## src/rtl/mem_req_axi_master_if.sv

```systemverilog
// AXI4 bus between mem_req_axi_master and its slave: AW, W, B, AR and R channels.
interface mem_req_axi_master_if #(
    parameter int AXI_ID_WIDTH   = 1,
    parameter int AXI_DATA_WIDTH = 32,
    parameter int AXI_STRB_WIDTH = AXI_DATA_WIDTH/8,
    parameter int AXI_ADDR_WIDTH = 32,
    parameter int AXI_USER_WIDTH = 10
);
    logic [AXI_ID_WIDTH-1:0]   awid;
    logic [AXI_ADDR_WIDTH-1:0] awaddr;
    logic [7:0]                awlen;
    logic [2:0]                awsize;
    logic [1:0]                awburst;
    logic                      awlock;
    logic [3:0]                awcache;
    logic [2:0]                awprot;
    logic [3:0]                awqos;
    logic [3:0]                awregion;
    logic [AXI_USER_WIDTH-1:0] awuser;
    logic                      awvalid;
    logic                      awready;

    logic [AXI_DATA_WIDTH-1:0] wdata;
    logic [AXI_STRB_WIDTH-1:0] wstrb;
    logic                      wlast;
    logic [AXI_USER_WIDTH-1:0] wuser;
    logic                      wvalid;
    logic                      wready;

    logic [AXI_ID_WIDTH-1:0]   bid;
    logic [1:0]                bresp;
    logic                      bvalid;
    logic                      bready;

    logic [AXI_ID_WIDTH-1:0]   arid;
    logic [AXI_ADDR_WIDTH-1:0] araddr;
    logic [7:0]                arlen;
    logic [2:0]                arsize;
    logic [1:0]                arburst;
    logic                      arlock;
    logic [3:0]                arcache;
    logic [2:0]                arprot;
    logic [3:0]                arqos;
    logic [3:0]                arregion;
    logic [AXI_USER_WIDTH-1:0] aruser;
    logic                      arvalid;
    logic                      arready;

    logic [AXI_ID_WIDTH-1:0]   rid;
    logic [AXI_DATA_WIDTH-1:0] rdata;
    logic [1:0]                rresp;
    logic                      rlast;
    logic                      rvalid;
    logic                      rready;

    modport master (
        output awid, awaddr, awlen, awsize, awburst, awlock, awcache, awprot, awqos, awregion, awuser, awvalid,
        input  awready,
        output wdata, wstrb, wlast, wuser, wvalid,
        input  wready,
        input  bid, bresp, bvalid,
        output bready,
        output arid, araddr, arlen, arsize, arburst, arlock, arcache, arprot, arqos, arregion, aruser, arvalid,
        input  arready,
        input  rid, rdata, rresp, rlast, rvalid,
        output rready
    );

    modport slave (
        input  awid, awaddr, awlen, awsize, awburst, awlock, awcache, awprot, awqos, awregion, awuser, awvalid,
        output awready,
        input  wdata, wstrb, wlast, wuser, wvalid,
        output wready,
        output bid, bresp, bvalid,
        input  bready,
        input  arid, araddr, arlen, arsize, arburst, arlock, arcache, arprot, arqos, arregion, aruser, arvalid,
        output arready,
        output rid, rdata, rresp, rlast, rvalid,
        input  rready
    );
endinterface

```

## src/rtl/mem_req_axi_master.sv

```systemverilog
// Bridges a req/gnt/r_valid memory port to single-beat AXI4, one transaction outstanding.
// Latency: response 3 cycles after grant with AXI ready tied high; any AXI back-pressure only stalls.
module mem_req_axi_master #(
    parameter int AXI_ID_WIDTH   = 1,
    parameter int AXI_DATA_WIDTH = 32,
    parameter int AXI_STRB_WIDTH = AXI_DATA_WIDTH/8,
    parameter int AXI_ADDR_WIDTH = 32,
    parameter int AXI_USER_WIDTH = 10,
    parameter int AXI_ID_VALUE   = 0
) (
    input  logic                      clk,
    input  logic                      reset,
    input  logic                      data_req_i,
    input  logic [AXI_ADDR_WIDTH-1:0] data_add_i,
    input  logic                      data_wen_i,
    input  logic [AXI_DATA_WIDTH-1:0] data_wdata_i,
    input  logic [AXI_STRB_WIDTH-1:0] data_be_i,
    output logic                      data_gnt_o,
    output logic                      data_r_valid_o,
    output logic [AXI_DATA_WIDTH-1:0] data_r_rdata_o,
    output logic                      data_err_o,
    mem_req_axi_master_if.master      axi
);
    localparam logic [2:0] AXI_SIZE = 3'($clog2(AXI_STRB_WIDTH));

    typedef enum logic [2:0] {IDLE, WR_ADDR_DATA, WR_RESP, RD_ADDR, RD_DATA, RESP} state_t;

    state_t                    state, state_nxt;
    logic                      aw_done, aw_done_nxt;
    logic                      w_done, w_done_nxt;
    logic [AXI_ADDR_WIDTH-1:0] addr_q;
    logic [AXI_DATA_WIDTH-1:0] wdata_q;
    logic [AXI_STRB_WIDTH-1:0] be_q;
    logic [AXI_DATA_WIDTH-1:0] rdata_q, rdata_nxt;
    logic                      err_q, err_nxt;
    logic                      capture;
    logic                      gnt, awvalid, wvalid, bready, arvalid, rready, r_valid;
    logic                      unused_ok;

    always_ff @(posedge clk or posedge reset) begin
        if (reset) begin
            state   <= IDLE;
            aw_done <= 1'b0;
            w_done  <= 1'b0;
            addr_q  <= '0;
            wdata_q <= '0;
            be_q    <= '0;
            rdata_q <= '0;
            err_q   <= 1'b0;
        end else begin
            state   <= state_nxt;
            aw_done <= aw_done_nxt;
            w_done  <= w_done_nxt;
            rdata_q <= rdata_nxt;
            err_q   <= err_nxt;
            if (capture) begin
                addr_q  <= data_add_i;
                wdata_q <= data_wdata_i;
                be_q    <= data_be_i;
            end
        end
    end

    always_comb begin
        state_nxt   = state;
        aw_done_nxt = aw_done;
        w_done_nxt  = w_done;
        rdata_nxt   = rdata_q;
        err_nxt     = err_q;
        capture     = 1'b0;
        gnt         = 1'b0;
        awvalid     = 1'b0;
        wvalid      = 1'b0;
        bready      = 1'b0;
        arvalid     = 1'b0;
        rready      = 1'b0;
        r_valid     = 1'b0;
        case (state)
            IDLE: begin
                // Gated by reset so nothing is granted while the block is held in reset.
                gnt = data_req_i & ~reset;
                if (gnt) begin
                    capture     = 1'b1;
                    aw_done_nxt = 1'b0;
                    w_done_nxt  = 1'b0;
                    state_nxt   = data_wen_i ? WR_ADDR_DATA : RD_ADDR;
                end
            end
            WR_ADDR_DATA: begin
                // AW and W complete independently; leave once both have handshaken.
                awvalid = ~aw_done;
                wvalid  = ~w_done;
                if (awvalid && axi.awready) aw_done_nxt = 1'b1;
                if (wvalid && axi.wready)   w_done_nxt  = 1'b1;
                if (aw_done_nxt && w_done_nxt) state_nxt = WR_RESP;
            end
            WR_RESP: begin
                bready = 1'b1;
                if (axi.bvalid) begin
                    err_nxt   = axi.bresp[1];
                    rdata_nxt = '0;
                    state_nxt = RESP;
                end
            end
            RD_ADDR: begin
                arvalid = 1'b1;
                if (axi.arready) state_nxt = RD_DATA;
            end
            RD_DATA: begin
                rready = 1'b1;
                if (axi.rvalid) begin
                    rdata_nxt = axi.rdata;
                    err_nxt   = axi.rresp[1];
                    state_nxt = RESP;
                end
            end
            RESP: begin
                r_valid   = 1'b1;
                state_nxt = IDLE;
            end
            default: state_nxt = IDLE;
        endcase
    end

    assign data_gnt_o     = gnt;
    assign data_r_valid_o = r_valid;
    assign data_r_rdata_o = rdata_q;
    assign data_err_o     = err_q;

    assign axi.awid     = AXI_ID_WIDTH'(AXI_ID_VALUE);
    assign axi.awaddr   = addr_q;
    assign axi.awlen    = 8'd0;
    assign axi.awsize   = AXI_SIZE;
    assign axi.awburst  = 2'b01;
    assign axi.awlock   = 1'b0;
    assign axi.awcache  = 4'd0;
    assign axi.awprot   = 3'd0;
    assign axi.awqos    = 4'd0;
    assign axi.awregion = 4'd0;
    assign axi.awuser   = '0;
    assign axi.awvalid  = awvalid;

    assign axi.wdata    = wdata_q;
    assign axi.wstrb    = be_q;
    assign axi.wlast    = 1'b1;
    assign axi.wuser    = '0;
    assign axi.wvalid   = wvalid;

    assign axi.bready   = bready;

    assign axi.arid     = AXI_ID_WIDTH'(AXI_ID_VALUE);
    assign axi.araddr   = addr_q;
    assign axi.arlen    = 8'd0;
    assign axi.arsize   = AXI_SIZE;
    assign axi.arburst  = 2'b01;
    assign axi.arlock   = 1'b0;
    assign axi.arcache  = 4'd0;
    assign axi.arprot   = 3'd0;
    assign axi.arqos    = 4'd0;
    assign axi.arregion = 4'd0;
    assign axi.aruser   = '0;
    assign axi.arvalid  = arvalid;

    assign axi.rready   = rready;

    // IDs, rlast and the low response bits are deliberately not inspected.
    assign unused_ok = ^{axi.bid, axi.rid, axi.rlast, axi.bresp[0], axi.rresp[0]};
endmodule

```

## src/flat_wrapper.sv

```systemverilog
// flat-port wrapper written by rule: the top's interface ports become plain ports
module mem_req_axi_master_flat 
#(
    parameter int AXI_ID_WIDTH   = 1,
    parameter int AXI_DATA_WIDTH = 32,
    parameter int AXI_STRB_WIDTH = AXI_DATA_WIDTH/8,
    parameter int AXI_ADDR_WIDTH = 32,
    parameter int AXI_USER_WIDTH = 10,
    parameter int AXI_ID_VALUE   = 0
)
  (clk, reset, data_req_i, data_add_i, data_wen_i, data_wdata_i, data_be_i, data_gnt_o, data_r_valid_o, data_r_rdata_o, data_err_o, axi_awid, axi_awaddr, axi_awlen, axi_awsize, axi_awburst, axi_awlock, axi_awcache, axi_awprot, axi_awqos, axi_awregion, axi_awuser, axi_awvalid, axi_awready, axi_wdata, axi_wstrb, axi_wlast, axi_wuser, axi_wvalid, axi_wready, axi_bid, axi_bresp, axi_bvalid, axi_bready, axi_arid, axi_araddr, axi_arlen, axi_arsize, axi_arburst, axi_arlock, axi_arcache, axi_arprot, axi_arqos, axi_arregion, axi_aruser, axi_arvalid, axi_arready, axi_rid, axi_rdata, axi_rresp, axi_rlast, axi_rvalid, axi_rready);
  mem_req_axi_master_if #(.AXI_ID_WIDTH(AXI_ID_WIDTH), .AXI_DATA_WIDTH(AXI_DATA_WIDTH), .AXI_STRB_WIDTH(AXI_STRB_WIDTH), .AXI_ADDR_WIDTH(AXI_ADDR_WIDTH), .AXI_USER_WIDTH(AXI_USER_WIDTH)) axi_i ();
  input  logic clk;
  input  logic reset;
  input  logic data_req_i;
  input  logic [AXI_ADDR_WIDTH-1:0] data_add_i;
  input  logic data_wen_i;
  input  logic [AXI_DATA_WIDTH-1:0] data_wdata_i;
  input  logic [AXI_STRB_WIDTH-1:0] data_be_i;
  output logic data_gnt_o;
  output logic data_r_valid_o;
  output logic [AXI_DATA_WIDTH-1:0] data_r_rdata_o;
  output logic data_err_o;
  output wire logic [$bits(axi_i.awid)-1:0] axi_awid;
  output wire logic [$bits(axi_i.awaddr)-1:0] axi_awaddr;
  output wire logic [$bits(axi_i.awlen)-1:0] axi_awlen;
  output wire logic [$bits(axi_i.awsize)-1:0] axi_awsize;
  output wire logic [$bits(axi_i.awburst)-1:0] axi_awburst;
  output wire logic [$bits(axi_i.awlock)-1:0] axi_awlock;
  output wire logic [$bits(axi_i.awcache)-1:0] axi_awcache;
  output wire logic [$bits(axi_i.awprot)-1:0] axi_awprot;
  output wire logic [$bits(axi_i.awqos)-1:0] axi_awqos;
  output wire logic [$bits(axi_i.awregion)-1:0] axi_awregion;
  output wire logic [$bits(axi_i.awuser)-1:0] axi_awuser;
  output wire logic [$bits(axi_i.awvalid)-1:0] axi_awvalid;
  input wire logic [$bits(axi_i.awready)-1:0] axi_awready;
  output wire logic [$bits(axi_i.wdata)-1:0] axi_wdata;
  output wire logic [$bits(axi_i.wstrb)-1:0] axi_wstrb;
  output wire logic [$bits(axi_i.wlast)-1:0] axi_wlast;
  output wire logic [$bits(axi_i.wuser)-1:0] axi_wuser;
  output wire logic [$bits(axi_i.wvalid)-1:0] axi_wvalid;
  input wire logic [$bits(axi_i.wready)-1:0] axi_wready;
  input wire logic [$bits(axi_i.bid)-1:0] axi_bid;
  input wire logic [$bits(axi_i.bresp)-1:0] axi_bresp;
  input wire logic [$bits(axi_i.bvalid)-1:0] axi_bvalid;
  output wire logic [$bits(axi_i.bready)-1:0] axi_bready;
  output wire logic [$bits(axi_i.arid)-1:0] axi_arid;
  output wire logic [$bits(axi_i.araddr)-1:0] axi_araddr;
  output wire logic [$bits(axi_i.arlen)-1:0] axi_arlen;
  output wire logic [$bits(axi_i.arsize)-1:0] axi_arsize;
  output wire logic [$bits(axi_i.arburst)-1:0] axi_arburst;
  output wire logic [$bits(axi_i.arlock)-1:0] axi_arlock;
  output wire logic [$bits(axi_i.arcache)-1:0] axi_arcache;
  output wire logic [$bits(axi_i.arprot)-1:0] axi_arprot;
  output wire logic [$bits(axi_i.arqos)-1:0] axi_arqos;
  output wire logic [$bits(axi_i.arregion)-1:0] axi_arregion;
  output wire logic [$bits(axi_i.aruser)-1:0] axi_aruser;
  output wire logic [$bits(axi_i.arvalid)-1:0] axi_arvalid;
  input wire logic [$bits(axi_i.arready)-1:0] axi_arready;
  input wire logic [$bits(axi_i.rid)-1:0] axi_rid;
  input wire logic [$bits(axi_i.rdata)-1:0] axi_rdata;
  input wire logic [$bits(axi_i.rresp)-1:0] axi_rresp;
  input wire logic [$bits(axi_i.rlast)-1:0] axi_rlast;
  input wire logic [$bits(axi_i.rvalid)-1:0] axi_rvalid;
  output wire logic [$bits(axi_i.rready)-1:0] axi_rready;
  assign axi_awid = axi_i.awid;
  assign axi_awaddr = axi_i.awaddr;
  assign axi_awlen = axi_i.awlen;
  assign axi_awsize = axi_i.awsize;
  assign axi_awburst = axi_i.awburst;
  assign axi_awlock = axi_i.awlock;
  assign axi_awcache = axi_i.awcache;
  assign axi_awprot = axi_i.awprot;
  assign axi_awqos = axi_i.awqos;
  assign axi_awregion = axi_i.awregion;
  assign axi_awuser = axi_i.awuser;
  assign axi_awvalid = axi_i.awvalid;
  assign axi_i.awready = axi_awready;
  assign axi_wdata = axi_i.wdata;
  assign axi_wstrb = axi_i.wstrb;
  assign axi_wlast = axi_i.wlast;
  assign axi_wuser = axi_i.wuser;
  assign axi_wvalid = axi_i.wvalid;
  assign axi_i.wready = axi_wready;
  assign axi_i.bid = axi_bid;
  assign axi_i.bresp = axi_bresp;
  assign axi_i.bvalid = axi_bvalid;
  assign axi_bready = axi_i.bready;
  assign axi_arid = axi_i.arid;
  assign axi_araddr = axi_i.araddr;
  assign axi_arlen = axi_i.arlen;
  assign axi_arsize = axi_i.arsize;
  assign axi_arburst = axi_i.arburst;
  assign axi_arlock = axi_i.arlock;
  assign axi_arcache = axi_i.arcache;
  assign axi_arprot = axi_i.arprot;
  assign axi_arqos = axi_i.arqos;
  assign axi_arregion = axi_i.arregion;
  assign axi_aruser = axi_i.aruser;
  assign axi_arvalid = axi_i.arvalid;
  assign axi_i.arready = axi_arready;
  assign axi_i.rid = axi_rid;
  assign axi_i.rdata = axi_rdata;
  assign axi_i.rresp = axi_rresp;
  assign axi_i.rlast = axi_rlast;
  assign axi_i.rvalid = axi_rvalid;
  assign axi_rready = axi_i.rready;
  mem_req_axi_master #(.AXI_ID_WIDTH(AXI_ID_WIDTH), .AXI_DATA_WIDTH(AXI_DATA_WIDTH), .AXI_STRB_WIDTH(AXI_STRB_WIDTH), .AXI_ADDR_WIDTH(AXI_ADDR_WIDTH), .AXI_USER_WIDTH(AXI_USER_WIDTH), .AXI_ID_VALUE(AXI_ID_VALUE)) u_core (.clk(clk), .reset(reset), .data_req_i(data_req_i), .data_add_i(data_add_i), .data_wen_i(data_wen_i), .data_wdata_i(data_wdata_i), .data_be_i(data_be_i), .data_gnt_o(data_gnt_o), .data_r_valid_o(data_r_valid_o), .data_r_rdata_o(data_r_rdata_o), .data_err_o(data_err_o), .axi(axi_i));
endmodule
```

## config.mk

```make
export PLATFORM = sky130hd
export DESIGN_NAME = mem_req_axi_master_flat
export DESIGN_NICKNAME = d
export VERILOG_FILES = /design/src/rtl/mem_req_axi_master_if.sv /design/src/rtl/mem_req_axi_master.sv /design/src/flat_wrapper.sv
export SDC_FILE = /design/constraint.sdc
export NUM_CORES = 1
export LEC_CHECK = 0
export BUFFER_PORTS_ARGS = -buffer_cell sky130_fd_sc_hd__buf_2
export CORE_AREA = 2 2 133 135
export DETAILED_ROUTE_END_ITERATION = 12
export DIE_AREA = 0 0 135 137
export HOLD_SLACK_MARGIN = 0.06
export SLEW_MARGIN = 40
export SYNTH_ARGS = -nofsm -noshare
export SYNTH_HDL_FRONTEND = slang
export SYNTH_SLANG_ARGS = --single-unit
export TNS_END_PERCENT = 50
```

## constraint.sdc

```tcl
create_clock -name clk -period 3.4 [get_ports clk]
set_input_delay 0.34 -clock clk [delete_from_list [all_inputs] [get_ports clk]]
set_output_delay 0.34 -clock clk [all_outputs]
set_load 0.05 [all_outputs]
```

Yosys cells after proc, flatten, opt, wreduce, memory -nomap -nowiden

Cells that the tools add are included.

Register bits: 106
Input bits: 116
Word-level logic and storage cells: 60

Equal/unequal tests: 10
Muxes and demuxes: 29
Bitwise gates (word level): 4
Reduce and logical (&&, ||, !) cells: 9

Operator list:

| cell                 | count |
|---|---|
| $mux W32             | 2 |
| $pmux W32 S2         | 1 |
| $mux W1              | 16 |
| $mux W3              | 5 |
| $pmux W3 S5          | 1 |
| $eq A3 B2 Y1 const B | 2 |
| $eq A3 B3 Y1 const B | 2 |
| $ne A2 B2 Y1 const B | 3 |
| $pmux W1 S2          | 3 |
| $reduce_and A5 Y1    | 1 |
| $ne A2 B1 Y1 const B | 2 |
| $reduce_bool A2 Y1   | 2 |
| $eq A3 B1 Y1 const B | 1 |
| $logic_and A1 B1 Y1  | 3 |
| $logic_not A3 Y1     | 1 |
| $not A1 Y1           | 3 |
| $reduce_and A3 Y1    | 1 |
| $mux W2              | 1 |
| $reduce_and A2 Y1    | 1 |
| $and A1 B1 Y1        | 1 |

Depth between registers and ports, before layout

Gate-level depths: netlist of run 1.

Depth in word-level cells: 7
Mapped depth: 6
Mapped depth without buffers: 3

Worst setup path after synthesis of run 1

OpenSTA, ideal clock, no wires.

Kind: input to register
From: input reset
To: register u_core.state[1]
Data arrival time: 2.931 ns
Data required time: 3.314 ns
Path slack: 0.383 ns
Stages on the path: 3
Path buffers: 0
Path through: inv_1 nand3_1 a31oi_1

Longest elaborated chain between the ends: 4

RTL lines:

| what                        | line                     | text |
|---|---|---|
| start: declaration          | flat_wrapper.sv:14       | `input logic reset;` |
| $not A1 Y1                  | mem_req_axi_master.sv:81 | `gnt = data_req_i & ~reset;` |
| $and A1 B1 Y1               | mem_req_axi_master.sv:81 |  |
| $ne A2 B1 Y1 (no line)      | -                        |  |
| $reduce_and A5 Y1 (no line) | -                        |  |
| end signal: assignment      | mem_req_axi_master.sv:51 | `state <= state_nxt;` |
| end: declaration            | mem_req_axi_master.sv:28 | `state_t state, state_nxt;` |

No other way between the ends.
A chain may end at the register's enable or synchronous reset.

Worst setup path in the final report of run 1

From: register u_core.state[0]
To: output data_gnt_o

Longest elaborated chain between the ends: 2

RTL lines:

| what             | line                     | text |
|---|---|---|
| $logic_not A3 Y1 | mem_req_axi_master.sv:78 | `case (state)` |
| $mux W1          | mem_req_axi_master.sv:78 |  |
| end: declaration | flat_wrapper.sv:20       | `output logic data_gnt_o;` |

No other way between the ends.

==> flow_summary.json, run 1 <==
{
  "clk_latency_ns": 0.36,
  "r2r-start": "u_core.state[0]",
  "ys_seq_area_share_pct": 47.73,
  "antenna_found_initial": 0,
  "ant_nets": 0,
  "critical_path_class": "reg -> out",
  "drtPass1Iterations": 4,
  "period_needed_ns": 2.266,
  "crit_buf_inv": 1,
  "track_usage_pct": 12.04,
  "slew_violations": 0,
  "worst_pin_slew_ns": 0.6223,
  "netlist_area_mm2": 0.005558,
  "ctsHtreeMaxLevel": 3,
  "cts_resized": 0,
  "wire_per_inst_um": 12.91,
  "drt_iter0_drc": 75,
  "numCtsBuffers": 9,
  "post-dp-hpwl_um": 8379,
  "cts.path.max_buffers": 2,
  "seqCellArea_mm2": 0.002653,
  "drive_gt1_share_pct": 51.42,
  "place.gp.congestion": 0.7674,
  "rsz0062_at_grt": "no",
  "core_region_area_mm2": 0.01706,
  "path_max_fanout": 24,
  "setup_tns_ns": 0,
  "cap_violations": 0,
  "regToRegSetupSlack_ns": 1.37,
  "cts_tree": "yes",
  "synth_area_leaders": "dfrtp_1 (48%), mux2_4 (18%), buf_4 (17%)",
  "die-height_um": 137,
  "multi_input_area_mm2": 0.002032,
  "yosysWarnings": 0,
  "clk_pin_slew_ns": 0.07,
  "io_pins": 347,
  "ys_seq_elements": 106,
  "cp_slowest_stage_delay_ns": 0.56,
  "crit_required_ns": 3.06,
  "yosysUniqueCellTypes": 26,
  "synth_top_area_share_pct": 47.73,
  "vias": 3470,
  "clock_sinks": 106,
  "grt_first_pass_wirelength_um": 17050,
  "path_cells": "nor2_1, and2_4, buf_2",
  "r2r_cells": 4,
  "critPathTopFamily": "simple AND/OR/NAND/NOR gates",
  "cpMaxStageDelayCell": "dfrtp_1",
  "finClkSkew_ns": 0.008775,
  "wl_um": 11550,
  "layout.nets": 780,
  "die_w_um": 135,
  "grt_pass1_vias": 3197,
  "synth_cells": 448,
  "cp-end-kind": "output port",
  "ctsHoldBuffers": 0,
  "grt_max_degree": 62,
  "status": "complete, no violations",
  "area_delta_synth_final_pct": 20.58,
  "start_util_pct": 32.59,
  "fillers": 1658,
  "synth_area_per_cell_um2": 12.41,
  "hold_viol_final": 0,
  "crit_arrival_ns": 1.93,
  "max-slew-margin-rel_pct": 58.52,
  "cts_setup_buffers": 0,
  "yosysTopAreaCell": "dfrtp_1",
  "rr_endpoint": "u_core.axi.araddr[18]",
  "grt_remaining_overflow": 0,
  "dieArea_mm2": 0.01850,
  "setup_violations": 0,
  "rows": 48,
  "hold_path_class": "in -> async",
  "port_buffers": 250,
  "fmax_ghz": 0.4413,
  "drc_errors": 0,
  "critPathLaunchType": "flip-flop",
  "viasPerCell": 3.881,
  "antenna_cells": 0,
  "clockRootBuffer": "clkbuf_16",
  "min_period_over_period_pct": 66.65
}
## metal layers
layer	global-route usage [%]	up-vias	routed length, um
met5	0	-	0
met4	4.398	0	179
met3	3.926	13	901
met2	18.98	161	5471
met1	15.49	1642	4992
li1	-	1654	-
## flip-flops by register name, indices dropped and copies added, names as in the netlist
name and count:
u_core.state 3, u_core.axi.araddr 32, u_core.axi.wdata 32, u_core.data_err_o 1, u_core.data_r_rdata_o 32, u_core.w_done 1, u_core.axi.wstrb 4, u_core.aw_done 1
## through the flow
step / worst slack, ns / hold WS, ns / instance area (um^2) / util (%) / std cells
after floorplan: 0.2517 / 0.4776 / 5892 / - / 537
after global placement: 1.354 / 0.4778 / 6417 / 37.62 / 878
after detailed placement: 1.349 / 0.4874 / 6417 / 37.62 / 878
after CTS: 1.093 / 0.09956 / 6701 / 39.29 / 894
after global routing: 0.9826 / 0.1158 / 6701 / 39.29 / 894
final: 1.134 / 0.07747 / 6701 / 39.29 / 894
## cells by family (layout without fill, tap and decap cells)
logic type,Yosys count,count (layout),synth area share (%)
DFF,106,106,47.73
other,2,91,0.1351
and+or+nand+nor,51,51,4.255
buffers and inverters,175,307,21.77
AOI/OAI and AO/OA,11,11,1.463
muxes,103,103,24.65
## worst register-to-register path: cells and delay by family, from the launching register on
family / cells / cell delay (ns)
muxes: 1 / 0.35
buffers and inverters: 1 / 0.36
DFF: 1 / 0.56
and+or+nand+nor: 2 / 0.65
## how the worst max path moves through the flow
stage	from	slack [ns]	end	depth (start not counted)
floorplan	reset	0.25	u_core.aw_done	1
global placement	u_core.state[0]	1.35	u_core.axi.wdata[4]	4
detailed placement	u_core.state[0]	1.35	u_core.axi.araddr[3]	4
CTS	u_core.state[0]	1.09	data_gnt_o	3
global route	u_core.state[0]	0.98	data_gnt_o	3
finish	u_core.state[0]	1.13	data_gnt_o	3
## placed cells by master (no fill, tap or decap)
master / count
nand3_1: 2
a31oi_1: 1
nor3b_1: 1
nand2_1: 34
o221ai_1: 2
dfrtp_1: 106
mux2i_1: 33
buf_2: 250
o22ai_1: 2
and3_1: 2
clkbuf_1: 1
o2111ai_1: 1
nor3b_2: 1
a21oi_1: 3
a21oi_4: 1
clkbuf_16: 9
nor2_1: 7
conb_1: 91
mux2_2: 2
mux2_1: 1
nand3b_1: 2
clkinv_4: 2
mux2_4: 67
o21ai_0: 1
inv_1: 35
inv_8: 1
buf_12: 2
nor3b_4: 1
inv_6: 3
inv_4: 1
and2_4: 1
buf_4: 3
## synth_stat cells, drive strengths merged
cell / number
and3: 2
o221ai: 2
mux2: 70
nand3: 2
and2: 1
conb: 2
nor2: 7
a21oi: 4
o22ai: 2
dfrtp: 106
inv: 36
nand2: 34
o21ai: 1
nor3b: 3
mux2i: 33
buf: 139
o2111ai: 1
a31oi: 1
nand3b: 2
## area by class of cell
cell class	instances	area share [%]
clock inverter	6	0.8215
multi-input combinational	256	30.32
tap	225	4.201
sequential	106	39.58
timing repair buffer	255	19.60
inverter	36	2.054
clock buffer	10	3.417
Power of run 1 is left out: the tool's default activity adds up to more than one toggle a clock period on the data nets, which glitch-free logic cannot reach.
==> inputs of run 2 (changes only) <==
==> constraint.sdc (replaced) <==
create_clock -name clk -period 2.3 [get_ports clk]
set_input_delay 0.23 -clock clk [delete_from_list [all_inputs] [get_ports clk]]
set_output_delay 0.23 -clock clk [all_outputs]
set_load 0.05 [all_outputs]
==> run 2 against run 1 <==
Compared with the run above: non-clock buffer count rose by 8; worst hold slack improved by 0.027 ns; clock skew decreased by 0.0039 ns; critical path depth grew 2.
==> flow_summary.json, run 2 (same netlist as run 1, synthesis figures left out) <==
{
  "wire_per_inst_um": 12.27,
  "antenna_cells": 0,
  "clk_latency_ns": 0.34,
  "regToRegSetupSlack_ns": 0.52,
  "layout_commonest_cell": "buf_2",
  "clk_pin_slew_ns": 0.07,
  "hold_path_class": "in -> reg",
  "area_delta_synth_final_pct": 22.63,
  "drt_iter0_drc": 101,
  "track_usage_pct": 11.36,
  "vias": 3467,
  "port_buffers": 250,
  "grt_pass1_vias": 3208,
  "hold_viol_final": 0,
  "cts_resized": 0,
  "rsz0062_at_grt": "no",
  "grt_max_degree": 62,
  "numCtsBuffers": 9,
  "grt_remaining_overflow": 0,
  "status": "complete, no violations",
  "cts_tree": "yes",
  "fin_area_mm2": 0.006815,
  "finish.utilization_pct": 39.96,
  "fmax_ghz": 0.4929,
  "cpMaxStageDelayCell": "dlygate4sd3_1",
  "antenna_found_initial": 0,
  "setup_violations": 0,
  "die-height_um": 137,
  "cpMostUsedCell": "buf_2",
  "clock_sinks": 106,
  "crit_arrival_ns": 1.80,
  "post-dp-hpwl_um": 8377,
  "drc_errors": 0,
  "layout_common_cells": "buf_2 (250), dfrtp_1 (106), conb_1 (91), mux2_4 (67), inv_1 (35)",
  "ant_nets": 0,
  "slew_violations": 0,
  "max-slew-margin-rel_pct": 64.03,
  "start_util_pct": 32.59,
  "viasPerCell": 3.844,
  "worst_pin_slew_ns": 0.5395,
  "cts.path.max_buffers": 2,
  "setup_tns_ns": 0,
  "rr_endpoint": "u_core.axi.araddr[21]",
  "place.gp.congestion": 0.7382,
  "r2r_cells": 4,
  "path_max_fanout": 14,
  "cap_violations": 0,
  "rows": 48,
  "dieArea_mm2": 0.01850,
  "finClkSkew_ns": 0.004865,
  "startpoint": "reset",
  "crit_end": "data_gnt_o",
  "crit_required_ns": 2.07,
  "drive_gt1_share_pct": 51.99,
  "min_period_over_period_pct": 88.21,
  "drtPass1Iterations": 4,
  "critPathLaunchType": "input port",
  "io_pins": 347,
  "ctsHtreeMaxLevel": 3,
  "wl_um": 11070,
  "grt_first_pass_wirelength_um": 16220,
  "r2r-start": "u_core.state[2]",
  "cp-end-kind": "output port",
  "cts_setup_buffers": 0,
  "dpl_cell_area_mm2": 0.006496,
  "clockRootBuffer": "clkbuf_16",
  "path_cells": "dlygate4sd3_1, buf_2, nor3b_2, and2_4, buf_2",
  "die_w_um": 135,
  "layout.nets": 788,
  "cp_slowest_stage_delay_ns": 0.54,
  "period_needed_ns": 2.029,
  "critical_path_class": "in -> out",
  "core_region_area_mm2": 0.01706
}
==> run 2: routing by layer <==
metal / track usage [%] / share of wire (%)
met5: 0 / 0
met4: 3.762 / 1.0
met3: 3.815 / 8.4
met2: 18.78 / 50
met1: 13.97 / 41
==> run 2: worst min path at each step <==
stage / to / depth (start not counted) / slack, ns / startpoint
finish: u_core.axi.wdata[16] / 2 / 0.10 / data_wdata_i[16]
global route: u_core.axi.wdata[27] / 2 / 0.08 / data_wdata_i[27]
CTS: u_core.axi.araddr[7] / 2 / 0.08 / data_add_i[7]
detailed placement: u_core.state[1] / 2 / 0.16 / reset
global placement: u_core.state[1] / 2 / 0.16 / reset
floorplan: u_core.data_r_rdata_o[0] / 2 / 0.37 / axi_rdata[0]
==> run 2: area by class of cell <==
type	instances	area (um^2)
clock buffer	9	225.2
timing repair buffer	263	1401
multi-input combinational	256	2032
fill	1673	10240
clock inverter	7	83.83
tap	225	281.5
inverter	36	138.9
sequential	106	2653
==> run 2: repair_timing <==
action	CTS	global route
hold buffers	1	0
endpoints found under the setup margin	0	0
hold endpoints to repair	3	0
==> run 2: critical path: cells and delay by family <==
kind          cells  cell delay (ns)
buf+inv           3             1.01
simple gates      2             0.55
==> run 2: through the flow <==
step           setup slack [ns]  hold WS [ns]  instances
2_1_floorplan           0.03722        0.3676        537
3_3_place_gp             0.5100        0.1605        885
3_5_place_dp             0.5173        0.1634        885
4_1_cts                  0.2555       0.08073        902
5_1_grt                  0.1748       0.08106        902
6_report                 0.2713        0.1049        902
Power of run 2 is left out for the same reason.
==> inputs of run 3 (changes only) <==
--- a/config.mk
+++ b/config.mk
@@ -10,6 +10,8 @@
 export DETAILED_ROUTE_END_ITERATION = 12
 export DIE_AREA = 0 0 135 137
 export HOLD_SLACK_MARGIN = 0.06
+export PLACE_DENSITY = 0.68
+export REMOVE_ABC_BUFFERS = 1
 export SLEW_MARGIN = 40
 export SYNTH_ARGS = -nofsm -noshare
 export SYNTH_HDL_FRONTEND = slang
==> run 3 against run 2 <==
Compared with the run above: clock skew up 0.0041 ns; fmax shrank 0.19%; highest routed layer unchanged; first-iteration DRC count is 54% lower; non-clock buffer count fell by 1; register-to-register slack hardly changed; count of clock-buffer cells in the layout is the same; worst hold slack worse by 0.0022 ns; critical endpoint unchanged.
==> flow_summary.json, run 3 (same netlist as run 1, synthesis figures left out) <==
{
  "layout_common_cells": "buf_2 (250), dfrtp_1 (106), conb_1 (91), mux2_4 (67), inv_1 (35)",
  "dpl.cell_count": 884,
  "drtPass1Iterations": 4,
  "cap_violations": 0,
  "numCtsBuffers": 9,
  "viasPerCell": 3.911,
  "post-dp-hpwl_um": 8945,
  "use_met2_pct": 19.91,
  "crit_arrival_ns": 1.80,
  "dpl_cell_area_mm2": 0.006500,
  "grt_first_pass_wirelength_um": 16960,
  "die-height_um": 137,
  "start_util_pct": 32.59,
  "clk_latency_ns": 0.35,
  "cts.path.max_buffers": 2,
  "setup_violations": 0,
  "wl_um": 11640,
  "hold_viol_final": 0,
  "dieArea_mm2": 0.01850,
  "cp-end-kind": "output port",
  "clockRootBuffer": "clkbuf_16",
  "period_needed_ns": 2.033,
  "cp_slowest_stage_delay_ns": 0.53,
  "grt_max_degree": 62,
  "drive_gt1_share_pct": 51.92,
  "grt_pass1_vias": 3240,
  "cts_resized": 0,
  "antenna_cells": 0,
  "antenna_found_initial": 1,
  "cts_tree": "yes",
  "cpMaxStageDelayCell": "dlygate4sd3_1",
  "fillers": 1607,
  "slew_violations": 0,
  "finClkSkew_ns": 0.009004,
  "clk_pin_slew_ns": 0.08,
  "io_pins": 347,
  "fmax_ghz": 0.4920,
  "hold_path_class": "in -> reg",
  "track_usage_pct": 11.92,
  "clock_sinks": 106,
  "rows": 48,
  "die_w_um": 135,
  "min_period_over_period_pct": 88.37,
  "port_buffers": 250,
  "ctsHtreeMaxLevel": 3,
  "cpMostUsedCell": "buf_2",
  "rsz0062_at_grt": "no",
  "status": "complete, no violations",
  "grt_remaining_overflow": 0,
  "drt_iter0_drc": 46,
  "place_ws_ns": 0.5358,
  "grt_most_used_layer": "met2",
  "fin_ws_ns": 0.2674,
  "place.gp.congestion": 0.7792,
  "path_cells": "dlygate4sd3_1, buf_2, nor3b_2, and2_4, buf_2",
  "critical_path_class": "in -> out",
  "path_max_fanout": 11,
  "layout.cells.non_filler": 901,
  "use_met1_pct": 14.68,
  "layout.nets": 787,
  "area_delta_synth_final_pct": 23.14,
  "layout_commonest_cell": "buf_2",
  "critPathLaunchType": "input port",
  "vias": 3524,
  "drc_errors": 0,
  "fin_area_mm2": 0.006844,
  "core_region_area_mm2": 0.01706,
  "crit_required_ns": 2.07,
  "wire_per_inst_um": 12.91,
  "ant_nets": 0,
  "use_met3_pct": 3.259
}
run 3: cell types whose count changed in the layout (fill, tap and decap cells not counted), sizes merged:
cell      change
buf           -1
bufinv        +1
clkinv        -1
clkinvlp      -1
inv           +1
run 3: worst paths after layout:
path	startpoint	depth (start not counted)	endpoint	slack [ns]
min	data_add_i[5]	2	u_core.axi.araddr[5]	0.10
min reg2reg	u_core.axi.wstrb[2]	1	u_core.axi.wstrb[2]	0.51
min in group asynchronous	reset	4	u_core.state[0]	0.51
max reg2reg	u_core.state[2]	4	u_core.axi.araddr[8]	0.51
max	reset	5	data_gnt_o	0.27
max in group asynchronous	reset	4	u_core.axi.araddr[20]	1.48
run 3: worst max-delay path: cells and delay by family:
family        cells  cell delay, ns
buf+inv           3            1.00
simple gates      2            0.57
run 3: layout make-up:
cell class                      instances  area, um^2  share of cell area, %
Clock buffer                            9       225.2                  3.291
Inverter                               36       137.6                  2.011
Sequential cell                       106        2653                  38.76
Clock inverter                          7       108.9                  1.590
Multi-Input combinational cell        256        2032                  29.69
Timing Repair Buffer                  262        1406                  20.55
Tap cell                              225       281.5                  4.113
run 3: per-stage QoR:
| stage | hold WS [ns] | utilization, % | TNS, ns |
|---|---|---|---|
| detailed placement | 0.3393 | 38.11 | 0 |
| CTS | 0.08192 | 40.13 | 0 |
| floorplan | 0.3680 | - | -204.24 |
| global placement | 0.3372 | 38.11 | 0 |
| global route | 0.08777 | 40.13 | 0 |
| finish | 0.1027 | 40.13 | 0 |
run 3: layer usage:
layer  part of all wire (%)  wire [um]
met5                      0          0
met4                    1.5        178
met3                    9.2       1066
met2                     48       5617
met1                     41       4773
run 3: repair_timing:
action / in CTS / in global routing
buffers inserted: 0 / 0
hold buffers: 1 / 0
hold endpoints to repair: 106 / 0
endpoints found under the setup margin: 0 / 0
Power of run 3 is left out for the same reason.
